$ cat src/rtl/fila_pkg.sv
`default_nettype none
// ---------------------------------------------------------------------------
// fila_pkg
// Shared defaults and the enqueue FSM state type for the fila_bytes queue.
// Rev 1.0 - initial release
// ---------------------------------------------------------------------------
package fila_pkg;

  localparam int WIDTH_DEFAULT = 8;
  localparam int DEPTH_DEFAULT = 8;

  // ACCEPT waits for a new byte; WAIT_DROP waits for the request to fall
  typedef enum logic {
    ACCEPT    = 1'b0,
    WAIT_DROP = 1'b1
  } enq_state_t;

endpackage
`default_nettype wire

$ cat src/rtl/fila_mem.sv
`default_nettype none
// ---------------------------------------------------------------------------
// fila_mem
// DEPTH x WIDTH register file: synchronous write port, registered read port.
// The array itself is never reset; only the read register clears.
// Rev 1.0 - initial release
// ---------------------------------------------------------------------------
module fila_mem #(
  parameter int WIDTH  = 8,
  parameter int DEPTH  = 8,
  parameter int ADDR_W = $clog2(DEPTH)
) (
  input  logic              clk_i,
  input  logic              rst_i,
  input  logic              we_i,
  input  logic [ADDR_W-1:0] waddr_i,
  input  logic [WIDTH-1:0]  wdata_i,
  input  logic              re_i,
  input  logic [ADDR_W-1:0] raddr_i,
  output logic [WIDTH-1:0]  rdata_o
);

  logic [WIDTH-1:0] mem_q [DEPTH];
  logic [WIDTH-1:0] rdata_q;

  // Write port: storage only, contents are don't-care after reset
  always_ff @(posedge clk_i) begin
    if (we_i) begin
      mem_q[waddr_i] <= wdata_i;
    end
  end

  // Read register: holds the last popped byte until the next pop
  always_ff @(posedge clk_i or posedge rst_i) begin
    if (rst_i) begin
      rdata_q <= '0;
    end else if (re_i) begin
      rdata_q <= mem_q[raddr_i];
    end
  end

  assign rdata_o = rdata_q;

endmodule
`default_nettype wire

$ cat src/rtl/fila_bytes.sv
`default_nettype none
// ---------------------------------------------------------------------------
// fila_bytes
// Byte queue behind the serial-to-parallel deserializer. Captures one byte
// per data_ready level via a one-cycle ack, stores up to DEPTH bytes in
// arrival order and pops one byte per dequeue request.
// Rev 1.0 - initial release
// ---------------------------------------------------------------------------
module fila_bytes
  import fila_pkg::*;
#(
  parameter int WIDTH = WIDTH_DEFAULT,
  parameter int DEPTH = DEPTH_DEFAULT
) (
  input  logic                       clk_100KHz,
  input  logic                       reset,
  input  logic [WIDTH-1:0]           data_in,
  input  logic                       enqueue_in,
  output logic                       ack_out,
  input  logic                       dequeue_in,
  output logic [WIDTH-1:0]           data_out,
  output logic                       data_valid_out,
  output logic [$clog2(DEPTH):0]     len_out,
  output logic                       full_out,
  output logic                       empty_out
);

  localparam int ADDR_W = $clog2(DEPTH);
  localparam int CNT_W  = ADDR_W + 1;

  enq_state_t        state_q, state_d;
  logic              ack_q;
  logic              valid_q;
  logic [ADDR_W-1:0] wr_ptr_q, wr_ptr_d;
  logic [ADDR_W-1:0] rd_ptr_q, rd_ptr_d;
  logic [CNT_W-1:0]  count_q, count_d;

  logic w_full;
  logic w_empty;
  logic w_wr;
  logic w_rd;

  // Flags come from the count registered at cycle start, so a same-cycle pop
  // never frees space for a write and a fresh write is never popped at once.
  assign w_full  = (count_q == CNT_W'(DEPTH));
  assign w_empty = (count_q == '0);
  assign w_wr    = (state_q == ACCEPT) && enqueue_in && !w_full;
  assign w_rd    = dequeue_in && !w_empty;

  // Next-state for the enqueue FSM, pointers and occupancy
  always_comb begin
    state_d  = state_q;
    wr_ptr_d = wr_ptr_q;
    rd_ptr_d = rd_ptr_q;
    count_d  = count_q;

    case (state_q)
      ACCEPT:    if (w_wr)        state_d = WAIT_DROP;
      WAIT_DROP: if (!enqueue_in) state_d = ACCEPT;
      default:                    state_d = ACCEPT;
    endcase

    if (w_wr) wr_ptr_d = wr_ptr_q + ADDR_W'(1);
    if (w_rd) rd_ptr_d = rd_ptr_q + ADDR_W'(1);

    if (w_wr && !w_rd) begin
      count_d = count_q + CNT_W'(1);
    end else if (!w_wr && w_rd) begin
      count_d = count_q - CNT_W'(1);
    end
  end

  // Enqueue FSM with registered one-cycle acknowledge
  always_ff @(posedge clk_100KHz or posedge reset) begin
    if (reset) begin
      state_q <= ACCEPT;
      ack_q   <= 1'b0;
    end else begin
      state_q <= state_d;
      ack_q   <= w_wr;
    end
  end

  // Pointers, occupancy and the pop-valid pulse
  always_ff @(posedge clk_100KHz or posedge reset) begin
    if (reset) begin
      wr_ptr_q <= '0;
      rd_ptr_q <= '0;
      count_q  <= '0;
      valid_q  <= 1'b0;
    end else begin
      wr_ptr_q <= wr_ptr_d;
      rd_ptr_q <= rd_ptr_d;
      count_q  <= count_d;
      valid_q  <= w_rd;
    end
  end

  fila_mem #(
    .WIDTH (WIDTH),
    .DEPTH (DEPTH),
    .ADDR_W(ADDR_W)
  ) u_mem (
    .clk_i  (clk_100KHz),
    .rst_i  (reset),
    .we_i   (w_wr),
    .waddr_i(wr_ptr_q),
    .wdata_i(data_in),
    .re_i   (w_rd),
    .raddr_i(rd_ptr_q),
    .rdata_o(data_out)
  );

  assign ack_out        = ack_q;
  assign data_valid_out = valid_q;
  assign len_out        = count_q;
  assign full_out       = w_full;
  assign empty_out      = w_empty;

endmodule
`default_nettype wire
$ cat config.mk
export PLATFORM = sky130hd
export DESIGN_NAME = fila_bytes
export DESIGN_NICKNAME = d
export VERILOG_FILES = /design/src/rtl/fila_pkg.sv /design/src/rtl/fila_mem.sv /design/src/rtl/fila_bytes.sv
export SDC_FILE = /design/constraint.sdc
export NUM_CORES = 1
export LEC_CHECK = 0
export ABC_AREA = 1
export BUFFER_PORTS_ARGS = -buffer_cell sky130_fd_sc_hd__clkbuf_2
export CAP_MARGIN = 5
export CORE_ASPECT_RATIO = 0.75
export CORE_MARGIN = 4
export CORE_UTILIZATION = 64
export DETAILED_ROUTE_END_ITERATION = 12
export GPL_ROUTABILITY_DRIVEN = 0
export PLACE_DENSITY = 0.84
export SLEW_MARGIN = 20
export SYNTH_ARGS = -nofsm -noshare
export SYNTH_HDL_FRONTEND = slang
export SYNTH_SLANG_ARGS = --single-unit
$ cat constraint.sdc
create_clock -name clk_100KHz -period 5.35 [get_ports clk_100KHz]
set_input_delay 0.2675 -clock clk_100KHz [delete_from_list [all_inputs] [get_ports clk_100KHz]]
set_output_delay 0.2675 -clock clk_100KHz [all_outputs]
set_load 0.01 [all_outputs]
* Yosys cells after proc, flatten, opt, wreduce, memory -nomap -nowiden
Memories as Yosys holds them, arrays and structs flattened. A register that Yosys moved wholly into a read port is not among the register bits.
Cells that the tools add are included.
** Storage, ports and cells
- Memories kept :: 1
- Bits in registers :: 13
- Output and inout port bits :: 16
- Word-level logic and storage cells :: 30
- RAM bits :: 64
- Bits of input ports :: 12
** Cells by class
- Add/sub/neg operators :: 4
- Eq/ne operators :: 1
- Bitwise logic cells :: 1
- Multiplexer cells :: 6
- Reduce and logical (&&, ||, !) cells :: 11
** Memories
- u_mem.mem_q :: words 8, bits a word 8, rd ports 1, clocked after Yosys merged registers in 1, wr ports 1, RTL line fila_mem.sv:23 : logic [WIDTH-1:0] mem_q [DEPTH];
** Operators with widths (count)
- $mux 4 :: 2
- $add 3x1->3 const B :: 2
- $logic_and 1x1->1 :: 5
- $add 4x1->4 const B :: 1
- $eq 4x4->1 const B :: 1
- $logic_not 1->1 :: 4
- $logic_not 4->1 :: 1
- $sub 4x1->4 const B :: 1
- $mux 1 :: 3
- $pmux 1 s2 :: 1
- $reduce_bool 2->1 :: 1
- $not 1->1 :: 1

* Longest topological paths before layout
Gate-level depths: netlist of run 1.
- Word-level depth :: 7
- Gate-level depth with buffers :: 14
- Depth with buffers taken out :: 14

* Hierarchy
A second synthesis of run 1 with hierarchy kept.
** Unflattened totals
- Cells, all modules :: 376
- Area, all modules :: 3816.2 um2
** Modules (own cells, without submodules)
- fila_mem :: cells each 298, times used 1, seq. area each 2122.0 um2, area an instance 3091.7 um2
- fila_bytes :: cells each 78, times used 1, seq. area each 325.3 um2, area an instance 724.4 um2

* Worst setup path before layout of run 1
No wires, ideal clock.
- Kind :: flip-flop to flip-flop
- Start :: register count_q[0] (netlist: len_out[0])
- End :: register count_q[3] (netlist: len_out[3])
- Data required time :: 5.234 ns
- Arrival :: 1.937 ns
- Path buffers :: 1
- Setup time :: 0.116 ns
- Setup slack :: 3.296 ns
- Stages on the path, launching flop included :: 13
- Clock period less this slack :: 2.054 ns
- Cell sequence :: dfrtp_1 -> nor2_4 -> nand3_2 -> nand2_2 -> buf_6 -> ha_1 -> inv_1 -> ha_1 -> or2_2 -> nand3_1 -> nand2_1 -> nand2_1 -> nand2_1
** Between the ends
- Longest elaborated chain between the ends :: 6
- Elaborated cells on any way between the ends :: 15
- Classes of those cells :: add/sub (2); eq/ne (1); mux (2); reduce/logical (10)
** RTL lines
- start: declaration :: RTL line fila_bytes.sv:36 : logic [CNT_W-1:0] count_q, count_d;
- start signal: assignment :: RTL line fila_bytes.sv:94 : count_q <= count_d;
- parallel branches: the longest is 6 deep, another holds $sub 4x1->4
Parallel ways; which one is timed is not known. The select of a mux whose other input is x is not followed.
A chain may end at the register's enable or synchronous reset.

* Worst setup path after layout of run 1
- Start :: register count_q[0] (netlist: len_out[0])
- End :: register count_q[3] (netlist: len_out[3])
** Between the ends
- Longest elaborated chain between the ends :: 6
- Elaborated cells on any way between the ends :: 15
- Classes of those cells :: add/sub (2); eq/ne (1); mux (2); reduce/logical (10)
** RTL lines
- $eq 4x4->1 * :: RTL line fila_bytes.sv:45 : assign w_full = (count_q == CNT_W'(DEPTH));
- $logic_not 1->1 * :: RTL line fila_bytes.sv:47 : assign w_wr = (state_q == ACCEPT) && enqueue_in && !w_full;
- $logic_and 1x1->1 * :: RTL line fila_bytes.sv:47
- net u_mem.we_i :: RTL line fila_mem.sv:15 : input logic we_i,
- $logic_not 1->1 :: RTL line fila_bytes.sv:68 : end else if (!w_wr && w_rd) begin
- $logic_and 1x1->1 :: RTL line fila_bytes.sv:68
- $reduce_bool 2->1 (no line)
Mark *: on every way through the listed nets, which the timed path passes. The rest lies on a longest branch. The select of a mux whose other input is x is not followed.

==> results of run 1 <==
routing by layer:
metal	track usage, %	share of wire (%)	vias to the layer above
li1	-	-	1219
met1	32.02	43	1181
met2	35.17	46	125
met3	8.241	9.0	17
met4	7.944	2.1	0
met5	0	0	-
synthesized netlist by cell type:
cell,n
dfrtp_1,21
clkbuf_4,1
o21ai_0,3
edfxtp_1,64
xor2_1,2
xnor2_1,3
o21ai_1,1
ha_1,5
nand2_1,122
fa_1,1
inv_4,2
or2_2,1
nand3_2,4
buf_6,8
buf_2,1
nor3_1,8
nand3_4,1
clkinv_1,1
nor2_1,1
inv_2,1
nor2_4,1
inv_1,60
nand3_1,49
buf_4,4
nand2_2,1
cell type report:
type,instances,share of cell area (%)
multi-input combinational,203,24.32
clock buffer,11,3.898
timing repair buffer,28,3.418
tap,78,2.339
clock inverter,5,1.499
sequential,85,58.65
inverter,64,5.877
report_power, final:
part | leakage [nW] | switching (W) | internal [W]
Clock | 0.116 | 0.000236 | 0.000261
Sequential | 0.833 | 0.000115 | 0.000834
Combinational | 0.964 | 0.000521 | 0.000258
Total | 1.91 | 0.000873 | 0.00135
cell families after synthesis:
kind of cell / after synthesis / share of synthesized area, %
buf+inv: 78 / 9.944
flops: 85 / 64.41
fa+ha+maj: 6 / 2.173
xor+xnor: 5 / 1.153
simple gates: 188 / 21.80
compound gates: 4 / 0.5266
worst min path at each step:
stage	from	end	slack [ns]	cells past startpoint
after detailed placement	reset	rd_ptr_q[1]	0.42	2
after global routing	reset	u_mem.rdata_o[1]	0.07	2
after global placement	reset	rd_ptr_q[0]	0.42	2
final	reset	rd_ptr_q[0]	0.01	2
after CTS	reset	rd_ptr_q[1]	0.02	2
after floorplan	reset	ack_out	0.24	1
state kept, by name, indices dropped and copies added (netlist names):
name            flops
ack_out             1
data_valid_out      1
rd_ptr_q            3
u_mem.mem_q        64
wr_ptr_q            3
len_out             4
u_mem.rdata_o       8
state_q             1
metrics by stage:
| stage | total power (W) | util (%) | instance area, um2 | std cells |
|---|---|---|---|---|
| after floorplan | 0.001531 | - | 3800 | 366 |
| after global placement | 0.001678 | 67.42 | 3908 | 458 |
| after detailed placement | 0.001719 | 67.60 | 3918 | 458 |
| after CTS | 0.002213 | 71.48 | 4143 | 474 |
| after global routing | 0.002365 | 72.00 | 4173 | 474 |
| final | 0.002226 | 72.00 | 4173 | 474 |
critical path, cell delays in order (launching register included):
cell	delay (ns)
dfrtp_1	0.47
nor2_4	0.16
nand3_2	0.10
nand3_4	0.18
inv_1	0.12
ha_1	0.21
inv_1	0.14
ha_1	0.28
or2_2	0.32
nand2_1	0.07
nand3_1	0.06
nand2_1	0.06
nand2_1	0.05
nand2_1	0.05
==> flow_summary_export.csv, run 1 <==
group,metric,value,unit
setup_path,reg2reg_depth,13,
setup_path,reg2reg_from,"len_out[0]",
setup_path,crit_end,"len_out[3]",
sta,tightest_slew,0.7859,ns
global_routing,overflow,0,
route,first_iter_violations,317,
floorplan,dieArea,0.007247,mm2
final_layout,n_antenna_cell,0,
logic_synthesis,synth_area_leaders,"edfxtp_1 51%, dfrtp_1 14%, nand2_1 12%",
setup_path,worst_setup_path_start_kind,"flip-flop",
sta,slew_viol_final,0,
final_layout,drive_gt1_share,15.91,%
sta,setup-tns-final,0,ns
clock_network,cts_buffers,9,
logic_synthesis,netlist_instances,366,
worst_hold_path,hold_path.class,"in2async",
sta,fmax,0.4270,GHz
route,num_vias,2542,
floorplan,core,0.005796,mm2
logic_synthesis,synth_cell_type_count,25,
route,dr.pass1.iters,5,
sta,fin_ws,3.008,ns
sta,slew_headroom,47.55,%
logic_synthesis,ys_seq_area_share,64.41,%
final_layout,multi_input_area,0.001015,mm2
final_layout,final_cell_mix,"122 x nand2_1, 64 x edfxtp_1, 60 x inv_1, 49 x nand3_1, 27 x clkbuf_2",
power,max-vdd-ir-drop,0.4463,mV
route,viasPerCell,5.363,
clock_network,htree_levels,3,
route,avgRoutedWirePerCell,16.64,um
power,leakagePower,1.913,nW
placement,dpl_worst_slack,3.073,ns
global_routing,grt_pass1_wl,12410,um
clock_network,clkTransAtPathRegs,0.09,ns
logic_synthesis,syn_nets,384,
logic_synthesis,synth_warnings,0,
logic_synthesis,synth_top_area_cell,"edfxtp_1",
flow_run,maxCapViolCount,0,
setup_path,cp.required,5.66,ns
clock_network,cts-root-buf,"clkbuf_8",
setup_path,path_max_fanout,13,
floorplan,rows,24,
sta,timing_hold_violations_final,0,
floorplan,die_y,74.73,um
floorplan,die_w,96.98,um
clock_network,postCtsSetupRepairBufs,0,
floorplan,start_util,65.57,%
setup_path,endpoint_kind,"flip-flop",
logic_synthesis,avgSynthCellArea,10.38,um2
route,routed_wl,7887,um
global_routing,grt_max_degree,35,
setup_path,worst_r2r_endpoint,"len_out[3]",
sta,period_needed,2.342,ns
sta,whs,0.009514,ns
sta,fin_crit_sh,43.78,%
sta,clock_skew,0.01366,ns
placement,dpl.hpwl,5389,um
clock_network,cts_sinks,85,
final_layout,num-fill-cells,399,
clock_network,cts_buffer_depth,2,
floorplan,io_pins,28,
logic_synthesis,synth.cell_area,0.003800,mm2
placement,port-buffer-count,27,
route,drc,0,
route,ant_nets,0,
power,power_density,533.5,mW/mm2
final_layout,seq_area,0.002447,mm2
global_routing,grt_pass1_vias,2436,
final_layout,nNetsFinal,409,
clock_network,tritoncts,"done",
final_layout,syn_to_final_growth,9.812,%
global_routing,antenna_found_initial,0,
clock_network,clk_latency,0.37,ns
sta,setup_violations,0,
clock_network,hold_buffers,0,
setup_path,worstSetupStartpoint,"len_out[0]",
logic_synthesis,synth_top_cell_area_share,50.58,%
clock_network,cts_resized,0,
setup_path,crit_type,"reg2reg",
setup_path,cp.arrival,2.65,ns
final_layout,final_common_cell,"nand2_1",
global_routing,track_usage,23.25,%
sta,rsz0062_at_grt,"no",
status,status,"finished, final reports clean",
logic_synthesis,ys_ff_latch,85,
setup_path,rrSetupSlack,3.01,ns
No activity file was read; power rests on OpenSTA's default activity.
==> run 2: changes to the inputs <==
ABC_AREA = 0   (was 1)
CORE_UTILIZATION = 53   (was 64)
PLACE_DENSITY = 0.75   (was 0.84)
clock period = 1.9 ns   (was 5.35 ns; I/O delays follow)
==> flow_summary_export.csv, run 2 <==
group,metric,value,unit
status,status,"complete, but fails checks",
status,violations,"setup timing",
sta,tightest_slew,0.8090,ns
logic_synthesis,synth.cell_area,0.003498,mm2
logic_synthesis,ys_ff_latch,85,
global_routing,grt_pass1_wl,10390,um
logic_synthesis,ys_seq_area_share,69.96,%
floorplan,die_y,78.36,um
sta,timing_hold_violations_final,0,
final_layout,largest-register,"u_mem.mem_q",
logic_synthesis,synth_area_leaders,"edfxtp_1 55%, dfrtp_1 15%, mux2_2 5.8%",
sta,fin_crit_sh,110.6,%
power,leakagePower,1.603,nW
power,power_density,1473,mW/mm2
sta,period_needed,2.102,ns
sta,rsz0062_at_grt,"yes",
final_layout,syn_to_final_growth,18.67,%
floorplan,die_w,101.8,um
sta,slew_headroom,46.00,%
sta,setup_violations,3,
logic_synthesis,synth_cell_type_count,36,
power,p_total,0.006115,W
logic_synthesis,syn_nets,234,
placement,dpl.hpwl,4371,um
setup_path,worst_setup_path_start_kind,"flip-flop",
logic_synthesis,netlist_instances,216,
logic_synthesis,synth.most_common_cell,"edfxtp_1",
setup_path,crit_top_cell,"ha_4",
setup_path,path_max_fanout,4,
floorplan,rows,25,
logic_synthesis,synthSimpleGateAreaFrac,6.009,%
logic_synthesis,synth_warnings,0,
logic_synthesis,muxShareOfSynthArea,10.66,%
route,routed_wl,6520,um
sta,fmax,0.4757,GHz
setup_path,cp.required,2.13,ns
final_layout,post-route-util,65.38,%
clock_network,cts_sinks,85,
final_layout,num-fill-cells,462,
route,first_iter_violations,93,
clock_network,clk_latency,0.35,ns
global_routing,grt_pass1_vias,1970,
setup_path,rrSetupSlack,-0.20,ns
placement,dpl_cell_area,0.003889,mm2
final_layout,largest_reg_flops,64,
flow_run,maxCapViolCount,0,
global_routing,grt_max_degree,35,
setup_path,cp.arrival,2.34,ns
clock_network,clkTransAtPathRegs,0.08,ns
logic_synthesis,synthAdderAreaFrac,2.361,%
logic_synthesis,synth_top_area_cell,"edfxtp_1",
logic_synthesis,async_flop_share,24.71,%
final_layout,final_common_cell,"edfxtp_1",
route,dr.pass1.iters,4,
logic_synthesis,synth_top_cell_area_share,54.94,%
setup_path,crit_type,"reg2reg",
final_layout,finalInstanceArea,0.004151,mm2
placement,dpl_worst_slack,-0.2034,ns
sta,slew_viol_final,0,
final_layout,n_antenna_cell,0,
logic_synthesis,yosys-top-cells-count,"64 x edfxtp_1, 21 x dfrtp_1, 19 x nand2_1",
sta,setup-tns-final,-0.3556,ns
clock_network,cts-root-buf,"clkbuf_8",
route,viasPerCell,5.461,
global_routing,track_usage,17.76,%
floorplan,dieArea,0.007978,mm2
floorplan,core,0.006350,mm2
setup_path,crit_chain,"nor4b_4 -> nor3b_4 -> ha_4 -> inv_4 -> ha_4 -> a21o_1 -> a21oi_2 -> mux2i_1 -> o31ai_1",
setup_path,crit_path_top_delay_cell,"dfrtp_2",
global_routing,antenna_found_initial,0,
route,num_vias,1944,
final_layout,nNetsFinal,288,
logic_synthesis,synth_xor_area_share,1.502,%
placement,port-buffer-count,27,
setup_path,max_stage_delay,0.45,ns
final_layout,drive_gt1_share,36.36,%
global_routing,overflow,0,
logic_synthesis,synth_top_family_by_area,"multiplexers",
sta,clock_skew,0.009071,ns
worst_hold_path,hold_path.class,"in2reg",
clock_network,htree_levels,3,
final_layout,final_cell_mix,"64 x edfxtp_1, 27 x clkbuf_2, 21 x buf_4, 19 x nand2_1, 18 x dfrtp_1",
floorplan,start_util,55.09,%
logic_synthesis,synth_compound_area_share,6.617,%
floorplan,io_pins,28,
route,ant_nets,0,
clock_network,tritoncts,"done",
power,max-vdd-ir-drop,1.060,mV
logic_synthesis,avgSynthCellArea,16.20,um2
logic_synthesis,synth-edff-count,64,
logic_synthesis,synth_ff_type,"edfxtp_1",
setup_path,endpoint_kind,"flip-flop",
clock_network,cts_buffer_depth,2,
clock_network,cts_buffers,9,
route,drc,0,
route,avgRoutedWirePerCell,18.31,um
sta,fin_ws,-0.2023,ns
run 2: cell count changes in the layout (fill, tap and decap cells not counted), sizes merged, moves of 5 or more:
| cell | previous run | this run |
|---|---|---|
| a221o | 0 | 8 |
| buf | 1 | 23 |
| inv | 66 | 4 |
| mux2 | 0 | 18 |
| mux2i | 0 | 17 |
| nand2 | 123 | 19 |
| nand3 | 54 | 0 |
| nor2 | 2 | 7 |
| o21ai | 4 | 9 |
| o22ai | 0 | 8 |
run 2: timing repair:
item,in CTS,in global routing
buffers inserted,2,0
endpoints found under the hold margin,22,0
hold buffers,2,0
endpoints found under the setup margin,3,67
resized for setup,1,4
pin swaps,4,2
run 2: worst max-delay path: cells and delay by family, from the launching register on:
family,cells,cell delay (ns)
AO/OA/AOI/OAI,3,0.42
adder cells (fa/ha/maj),2,0.38
buffers and inverters,1,0.07
flip-flops,1,0.45
multiplexers,1,0.20
AND/OR/NAND/NOR,2,0.46
run 2: per-layer routing:
layer | wire length (um) | vias up | global-route usage, %
li1 | - | 925 | -
met1 | 2865 | 967 | 23.56
met2 | 3243 | 43 | 27.48
met3 | 342 | 9 | 6.750
met4 | 70 | 0 | 5.111
met5 | 0 | - | 0
run 2: cell families (layout without fill, tap and decap cells):
logic type,after synthesis,count (layout)
compound gates,31,31
xor+xnor,6,6
fa+ha+maj,6,6
buf+inv,13,72
flops,85,85
mux,35,35
simple gates,40,40
run 2: final timing paths:
path                                   from           endpoint  cells after the start
max                              len_out[0]         len_out[3]                      9
max reg2reg                      len_out[0]         len_out[3]                      9
min                              data_in[3]  u_mem.mem_q[0][3]                      1
min in group asynchronous             reset   u_mem.rdata_o[0]                      3
max in group asynchronous             reset         len_out[1]                      3
min reg2reg                u_mem.rdata_o[3]   u_mem.rdata_o[3]                      2
run 2: layout make-up:
class / instances / area [um2] / share of cell area, %
clock buffers: 12 / 166.4 / 4.008
clock inverters: 4 / 45.04 / 1.085
inverters: 4 / 17.52 / 0.4219
multi-input cells: 118 / 1026 / 24.71
flip-flops and latches: 85 / 2451 / 59.04
well taps: 81 / 101.3 / 2.441
repair buffers: 52 / 344.1 / 8.288
run 2: report_power, final:
group	leakage (nW)	internal, W	switching [W]	total, W
registers	0.826	0.00234	0.000260	0.00260
logic	0.666	0.00108	0.00112	0.00220
clock network	0.111	0.000717	0.000600	0.00132
total	1.60	0.00414	0.00198	0.00611
run 2: metrics by stage:
stage | std cells | hold slack (ns)
3_3_place_gp | 337 | 0.2571
3_5_place_dp | 337 | 0.2698
4_1_cts | 357 | 0.006899
2_1_floorplan | 216 | 0.07132
6_report | 356 | 0.01953
5_1_grt | 356 | 0.009499
==> run 3: changes to the inputs <==
SETUP_SLACK_MARGIN = 0.4   (was default)
==> flow_summary_export.csv, run 3 (same netlist as run 2, synthesis figures left out) <==
group,metric,value,unit
floorplan,dieArea,0.007978,mm2
sta,fmax,0.4388,GHz
floorplan,io_pins,28,
power,power_density,1531,mW/mm2
status,status,"complete, but fails checks",
power,p_sw_share,34.15,%
floorplan,core,0.006350,mm2
setup_path,cp.required,2.14,ns
final_layout,final_cell_mix,"64 x edfxtp_1, 25 x clkbuf_2",
sta,clock_skew,0.01014,ns
setup_path,path_max_fanout,4,
setup_path,reg2reg_depth,8,
sta,slew_viol_final,0,
power,power_frac_comb,44.7,%
sta,slew_headroom,44.62,%
clock_network,tritoncts,"done",
global_routing,overflow,0,
final_layout,n_antenna_cell,0,
floorplan,rows,25,
setup_path,worst_setup_path_start_kind,"flip-flop",
power,leakagePower,1.923,nW
sta,fin_crit_sh,120.0,%
clock_network,cts_buffers,9,
flow_run,maxCapViolCount,0,
final_layout,syn_to_final_growth,38.16,%
worst_hold_path,hold_path.class,"in2reg",
sta,period_needed,2.279,ns
route,ant_nets,0,
sta,timing_hold_violations_final,0,
final_layout,drive_gt1_share,49.66,%
clock_network,htree_levels,3,
power,p_clk_share,19.1,%
status,violations,"setup timing",
floorplan,die_w,101.8,um
route,routed_wl,8382,um
sta,tightest_slew,0.8298,ns
sta,setup_violations,3,
power,p_int,0.004874,W
route,avgRoutedWirePerCell,22.23,um
power,p_switching,0.002528,W
clock_network,cts_sinks,85,
global_routing,grt_max_degree,22,
worst_hold_path,hold_depth,1,
route,viasPerCell,5.777,
setup_path,crit_type,"reg2reg",
setup_path,cp.arrival,2.52,ns
route,num_vias,2178,
final_layout,final_common_cell,"edfxtp_1",
power,seq_power_share,36.2,%
final_layout,largest-register,"u_mem.mem_q",
placement,dpl.hpwl,4468,um
final_layout,nNetsFinal,309,
route,first_iter_violations,126,
setup_path,endpoint_kind,"flip-flop",
clock_network,cts-root-buf,"clkbuf_8",
global_routing,grt_pass1_vias,2179,
placement,port-buffer-count,27,
global_routing,track_usage,19.83,%
placement,dpl_worst_slack,-0.2079,ns
global_routing,antenna_found_initial,0,
sta,fin_ws,-0.3791,ns
floorplan,start_util,55.09,%
clock_network,cts_buffer_depth,2,
clock_network,clkTransAtPathRegs,0.08,ns
global_routing,grt_pass1_wl,11560,um
route,drc,0,
power,p_total,0.007401,W
final_layout,largest_reg_flops,64,
sta,whs,0.03200,ns
floorplan,die_y,78.36,um
route,dr.pass1.iters,4,
power,max-vdd-ir-drop,1.233,mV
clock_network,clk_latency,0.36,ns
sta,rsz0062_at_grt,"yes",
## run 3: cell count changes in the layout (fill, tap and decap cells not counted), moves of 6 or more
| cell | change |
|---|---|
| buf_12 | +10 |
| o22ai_2 | +8 |
| mux2_2 | -16 |
| mux2_4 | +16 |
| o22ai_1 | -8 |
| buf_6 | +11 |
| nor2_4 | +6 |
## run 3: path summary, 6_finish.rpt
path / slack, ns / start / to
worst min-delay path: 0.03 / data_in[6] / u_mem.mem_q[2][6]
worst max-delay path: -0.38 / len_out[1] / len_out[1]
worst min register to register: 0.48 / u_mem.rdata_o[4] / u_mem.rdata_o[4]
worst max register to register: -0.38 / len_out[1] / len_out[1]
max in group asynchronous: 0.90 / reset / len_out[0]
min in group asynchronous: 0.42 / reset / rd_ptr_q[0]
## run 3: cell type report
cell class / instances / area (um2)
clock buffers: 13 / 180.2
clock inverters: 3 / 47.55
fillers: 375 / 1516
inverters: 4 / 30.03
multi-input cells: 118 / 1271
flip-flops and latches: 85 / 2452
well taps: 81 / 101.3
repair buffers: 73 / 750.7
## run 3: power by group through the flow
| stage | combinational, W | clock [W] | sequential, W |
|---|---|---|---|
| detailed placement | 0.00225 | 0 | 0.00265 |
| global placement | 0.00220 | 0 | 0.00262 |
| CTS | 0.00270 | 0.00144 | 0.00265 |
| global route | 0.00350 | 0.00152 | 0.00272 |
| finish | 0.00331 | 0.00141 | 0.00268 |
| floorplan | 0.00152 | 0 | 0.00269 |
## run 3: critical path, stage by stage (launching register included)
cell	delay, ns
dfrtp_2	0.46
nor4b_4	0.41
nor3b_4	0.10
ha_4	0.18
inv_4	0.08
buf_4	0.11
buf_6	0.09
fa_2	0.45
mux2_4	0.29
## run 3: routing by layer
| metal | vias up | part of all wire, % | GRT usage (%) |
|---|---|---|---|
| met5 | - | 0 | 0 |
| met4 | 0 | 1.0 | 4.980 |
| met3 | 8 | 5.7 | 5.950 |
| met2 | 68 | 52 | 32.38 |
| met1 | 1122 | 42 | 26.13 |
| li1 | 980 | - | - |
## run 3: per-stage QoR
stage	setup TNS, ns	instances	util [%]	instance area, um2
floorplan	-0.4950	216	-	3620
global placement	-1.327	331	61.83	3926
detailed placement	-4.369	331	61.83	3926
CTS	-0.3511	369	71.59	4546
global route	-1.575	377	76.12	4833
finish	-0.9057	377	76.12	4833
## run 3: timing repair
action	4_1_cts	5_1_grt
pin swaps	13	16
hold buffers	2	0
gates cloned	2	2
buffers inserted	18	6
hold endpoints to repair	22	0
endpoints found under the setup margin	75	83
resized for setup	28	45
